### config.mk
export PLATFORM = sky130hd
export DESIGN_NAME = vga_mem_port_arb
export DESIGN_NICKNAME = d
export VERILOG_FILES = /design/src/rtl/vga_mem_port_arb.sv
export SDC_FILE = /design/constraint.sdc
export NUM_CORES = 1
export LEC_CHECK = 0
export ABC_CLOCK_PERIOD_IN_PS = 1850
export BUFFER_PORTS_ARGS = -buffer_cell sky130_fd_sc_hd__buf_2
export CORE_ASPECT_RATIO = 1.75
export CORE_UTILIZATION = 44
export CTS_BUF_LIST = sky130_fd_sc_hd__clkbuf_16
export CTS_CLUSTER_DIAMETER = 40
export DETAILED_ROUTE_END_ITERATION = 8
export GPL_ROUTABILITY_DRIVEN = 0
export HOLD_SLACK_MARGIN = 0.03
export PLACE_DENSITY = 0.82
export SYNTH_ARGS = -nofsm -noshare
export SYNTH_HDL_FRONTEND = slang
export SYNTH_SLANG_ARGS = --single-unit
export TNS_END_PERCENT = 1
### constraint.sdc
create_clock -name clk -period 1.85 [get_ports clk]
set_clock_uncertainty 0.2 [all_clocks]
set_input_delay 0.185 -clock clk [delete_from_list [all_inputs] [get_ports clk]]
set_output_delay 0.185 -clock clk [all_outputs]
set_load 0.02 [all_outputs]
### src/rtl/vga_mem_port_arb.sv
// vga_mem_port_arb
// ----------------
// Port-A controller for the dual-port VGA frame memory (port B belongs to
// the scan-out reader). Two requesters share port A under round-robin
// arbitration: requester 0 is game logic and requester 1 is the
// debug/loader path. A screen-clear engine can take exclusive ownership
// of port A and fill addresses 0..CLEAR_WORDS-1 with a constant.
//
// Ports
//   clk, rst_n              clock, synchronous active-low reset
//   rN_req/we/addr/wdata    requester N access (held until granted)
//   rN_gnt                  access performed this cycle (combinational)
//   rN_rvalid               read data valid on rdata (one cycle after grant)
//   rdata                   read data, wired straight from mem_q
//   clear_start/value       start a clear / fill value
//   clear_busy, clear_done  clear engine owns port A / end-of-clear pulse
//   mem_addr/data/we, mem_q memory port A
module vga_mem_port_arb #(
  parameter int DATA_WIDTH  = 8,
  parameter int ADDR_WIDTH  = 16,
  parameter int CLEAR_WORDS = 1024
) (
  input  logic                  clk,
  input  logic                  rst_n,
  input  logic                  r0_req,
  input  logic                  r0_we,
  input  logic [ADDR_WIDTH-1:0] r0_addr,
  input  logic [DATA_WIDTH-1:0] r0_wdata,
  output logic                  r0_gnt,
  output logic                  r0_rvalid,
  input  logic                  r1_req,
  input  logic                  r1_we,
  input  logic [ADDR_WIDTH-1:0] r1_addr,
  input  logic [DATA_WIDTH-1:0] r1_wdata,
  output logic                  r1_gnt,
  output logic                  r1_rvalid,
  output logic [DATA_WIDTH-1:0] rdata,
  input  logic                  clear_start,
  input  logic [DATA_WIDTH-1:0] clear_value,
  output logic                  clear_busy,
  output logic                  clear_done,
  output logic [ADDR_WIDTH-1:0] mem_addr,
  output logic [DATA_WIDTH-1:0] mem_data,
  output logic                  mem_we,
  input  logic [DATA_WIDTH-1:0] mem_q
);

  typedef enum logic {IDLE = 1'b0, CLEAR = 1'b1} state_t;

  // One extra counter bit so a clear of the full 2**ADDR_WIDTH space
  // still reaches its terminal count without wrapping.
  localparam logic [ADDR_WIDTH:0] LAST_ADDR = (ADDR_WIDTH + 1)'(CLEAR_WORDS - 1);

  state_t                state_q;
  logic [ADDR_WIDTH:0]   cnt_q;
  logic [DATA_WIDTH-1:0] value_q;
  logic                  last_gnt_q, last_gnt_d;
  logic                  r0_rvalid_q, r0_rvalid_d;
  logic                  r1_rvalid_q, r1_rvalid_d;
  logic                  done_q;
  logic                  grant_ok, pick0, pick1;

  always_comb begin
    // Grants are suppressed while in reset or while the clear engine runs.
    grant_ok = rst_n && (state_q == IDLE);
    // last_gnt_q holds the index of the most recent winner; on a tie the
    // other requester wins.
    pick0    = r0_req && (!r1_req || last_gnt_q);
    pick1    = r1_req && !pick0;
    r0_gnt   = grant_ok && pick0;
    r1_gnt   = grant_ok && pick1;

    mem_we   = 1'b0;
    mem_addr = '0;
    mem_data = '0;
    if (state_q == CLEAR) begin
      mem_we   = rst_n;
      mem_addr = cnt_q[ADDR_WIDTH-1:0];
      mem_data = value_q;
    end else if (r0_gnt) begin
      mem_we   = r0_we;
      mem_addr = r0_addr;
      mem_data = r0_wdata;
    end else if (r1_gnt) begin
      mem_we   = r1_we;
      mem_addr = r1_addr;
      mem_data = r1_wdata;
    end

    last_gnt_d = last_gnt_q;
    if (r0_gnt)      last_gnt_d = 1'b0;
    else if (r1_gnt) last_gnt_d = 1'b1;

    r0_rvalid_d = r0_gnt && !r0_we;
    r1_rvalid_d = r1_gnt && !r1_we;
  end

  always_ff @(posedge clk) begin
    if (!rst_n) begin
      state_q     <= IDLE;
      cnt_q       <= '0;
      value_q     <= '0;
      last_gnt_q  <= 1'b1;
      r0_rvalid_q <= 1'b0;
      r1_rvalid_q <= 1'b0;
      done_q      <= 1'b0;
    end else begin
      last_gnt_q  <= last_gnt_d;
      r0_rvalid_q <= r0_rvalid_d;
      r1_rvalid_q <= r1_rvalid_d;
      done_q      <= 1'b0;
      case (state_q)
        IDLE: begin
          // A grant in this same cycle still completes; the clear starts next.
          if (clear_start) begin
            state_q <= CLEAR;
            cnt_q   <= '0;
            value_q <= clear_value;
          end
        end
        CLEAR: begin
          cnt_q <= cnt_q + 1'b1;
          if (cnt_q == LAST_ADDR) begin
            state_q <= IDLE;
            done_q  <= 1'b1;
          end
        end
        default: state_q <= IDLE;
      endcase
    end
  end

  assign r0_rvalid  = r0_rvalid_q;
  assign r1_rvalid  = r1_rvalid_q;
  assign rdata      = mem_q;
  assign clear_busy = (state_q == CLEAR);
  assign clear_done = done_q;

endmodule

==> results.json <==
{
  "status": "finished with violations",
  "violations": "setup timing",
  "antenna_found_initial": 0,
  "initial_core_util_pct": 45.4,
  "htreeDepth": 2,
  "cts_made_buffers": 5,
  "drc": 0,
  "cap_violations": 0,
  "synth_seq_cells": 30,
  "critical_path_required_ns": 1.46,
  "cts_buffer_depth": 2,
  "register_area_um2": 606,
  "tightest_slew_ns": 0.566,
  "layout.nets": 439,
  "drtIter0Drc": 65,
  "path_cells": "o2111a_2 > buf_4 > a222oi_1 > inv_1 > buf_2",
  "fin_util_pct": 67.1,
  "synth.top_cell.area_share_pct": 32.2,
  "cts-root-buf": "clkbuf_16",
  "rows": 31,
  "dp_cells": 396,
  "synth.avg_cell_area_um2": 7.04,
  "synth_most_common_cell": "nand2_1",
  "final.setup.tns_ns": -0.199,
  "hold_viol": 0,
  "routedWlPerCell_um": 13.1,
  "grt_pass1_wl_mm": 8.78,
  "synth_seq_area_share_pct": 32.2,
  "crit_arrival_ns": 1.52,
  "grt_pass1_vias": 2126,
  "synth_commonest_cells": "89 x nand2_1, 30 x dfxtp_1, 21 x o211ai_1",
  "grt_usage_pct": 25.7,
  "drive_above_1_share_pct": 34.0,
  "start_kind": "flip-flop",
  "routed_wl_mm": 5.47,
  "first_pass_iters": 5,
  "dpl_worst_slack_ns": 0.113,
  "worst_slack_ns": -0.0566,
  "holdWs_ns": 0.0728,
  "hpwl_mm": 3.89,
  "n_antenna_cell": 0,
  "synth.largest_area_cell": "dfxtp_1",
  "fillers": 344,
  "worstSkewPairLatency_ns": 0.28,
  "place_area_um2": 2390,
  "cp_max_fo": 5,
  "cts_tree": "done",
  "ios": 110,
  "area_growth_pct": 47.8,
  "power_mw": 1.97,
  "max_freq_ghz": 0.525,
  "synth_cell_types": 35,
  "hold_class": "in -> reg",
  "final.min_clock_period_ns": 1.91,
  "dieArea_um2": 4520,
  "place.port_buffers": 93,
  "synthFlopType": "dfxtp_1",
  "slowest_stage": "dfxtp_2",
  "yosys-top-cells-area": "dfxtp_1 32%, nand2_1 18%, o211ai_1 8.4%, buf_4 4.0%, mux2i_1 3.8%",
  "multiInputGateArea_um2": 1100,
  "vias_per_cell": 5.37,
  "numClockSinks": 30,
  "vias": 2241,
  "final_cells": 417,
  "critPathMaxStageDelay_ns": 0.34,
  "die_h_um": 88.2,
  "grt-ovfl-total": 0,
  "core-area_um2": 4110,
  "ant_nets": 0,
  "die_w_um": 51.2,
  "cts.reportedPaths.clkPinSlew_ns": 0.05,
  "syn_nets": 337,
  "leakage_nw": 1.29,
  "worstSetupPathType": "reg -> out",
  "async_flop_share_pct": 0,
  "yosysWarnings": 0,
  "synth-edff-count": 0,
  "grt_max_degree": 47,
  "end_kind": "output pin",
  "slew_viol_final": 0,
  "stdcell_area_um2": 2760,
  "fin_crit_sh_pct": 103,
  "synth_cells": 265,
  "relSlewSlack_pct": 62.2,
  "setup_viol": 8,
  "rsz0062_at_grt": "true",
  "synth.cell_area_um2": 1870,
  "power_density_nw_per_um2": 713,
  "irDropWorstVdd_v": 0.000634
}
[cell usage in the layout (no fill, tap or decap), drive strengths merged]
cell type    instances
and2                 5
or3b                 1
nor2b                5
o211ai              21
and3                 4
nand2               89
o41ai                1
nor3b                1
a221oi               1
nor2                 9
a2111oi              1
o311ai               1
nor4                 1
nand2b               4
o2111a               1
o2111ai              1
a222oi               3
nand4                6
mux2i                7
dlygate4sd3         12
dfxtp               30
a21oi               13
ha                   1
xor2                 4
and4                 2
o21ai                1
clkbuf               5
buf                111
nor3                 3
a211oi               1
inv                  9
a41o                 2
bufinv               1
clkinv               2
or4                  1
nand3                8
[worst max-delay path, delay by kind of cell (launching register included)]
family / cells / cell delay (ns)
AO/OA/AOI/OAI: 2 / 0.50
flip-flops: 1 / 0.34
buffers and inverters: 3 / 0.39
[per-layer routing]
metal | wire (um) | global-route usage [%] | vias up
met5 | 0 | 0 | -
met4 | 66 | 11.3 | 0
met3 | 346 | 4.51 | 7
met2 | 3050 | 51.7 | 100
met1 | 2000 | 24.0 | 1027
li1 | - | - | 1107
[path summary, 6_finish.rpt]
kind	slack, ns	to	cells past startpoint	from
max	-0.06	mem_addr[4]	5	last_gnt_q
min	0.07	cnt_q[1]	2	rst_n
max reg2reg	0.14	cnt_q[14]	4	cnt_q[3]
min reg2reg	0.26	value_q[4]	2	value_q[4]
[power by group]
group | switching, mW | internal [mW] | total, mW
Clock | 0.281 | 0.628 | 0.910
Combinational | 0.203 | 0.175 | 0.378
Sequential | 0.0139 | 0.664 | 0.678
[cell type report]
| class | count | area share (%) |
|---|---|---|
| well taps | 49 | 2.22 |
| repair buffers | 123 | 28.6 |
| multi-input cells | 198 | 40.0 |
| clock inverters | 3 | 1.45 |
| flip-flops and latches | 30 | 22.0 |
| inverters | 9 | 1.22 |
| clock buffers | 5 | 4.54 |
[flip-flops by register name, indices dropped and copies added, names as in the netlist]
signal      cells
clear_done      1
value_q         8
r0_rvalid       1
clear_busy      1
r1_rvalid       1
cnt_q          17
last_gnt_q      1
[timing repair]
item / in CTS / in global routing
resized for setup: 19 / 9
gates cloned: 0 / 0
hold buffers: 12 / 0
setup buffers: 1 / 0
endpoints found under the setup margin: 26 / 25
pin swaps: 1 / 0
hold endpoints to repair: 11 / 0
[logic make-up after synthesis]
kind of cell	after synthesis	synth area share, %
simple gates	139	33.2
compound gates	47	18.6
buf+inv	37	9.72
flops	30	32.2
mux	7	3.75
xor+xnor	4	1.88
fa+ha+maj	1	0.670
Note: power is estimated with default switching activity, not from simulation.
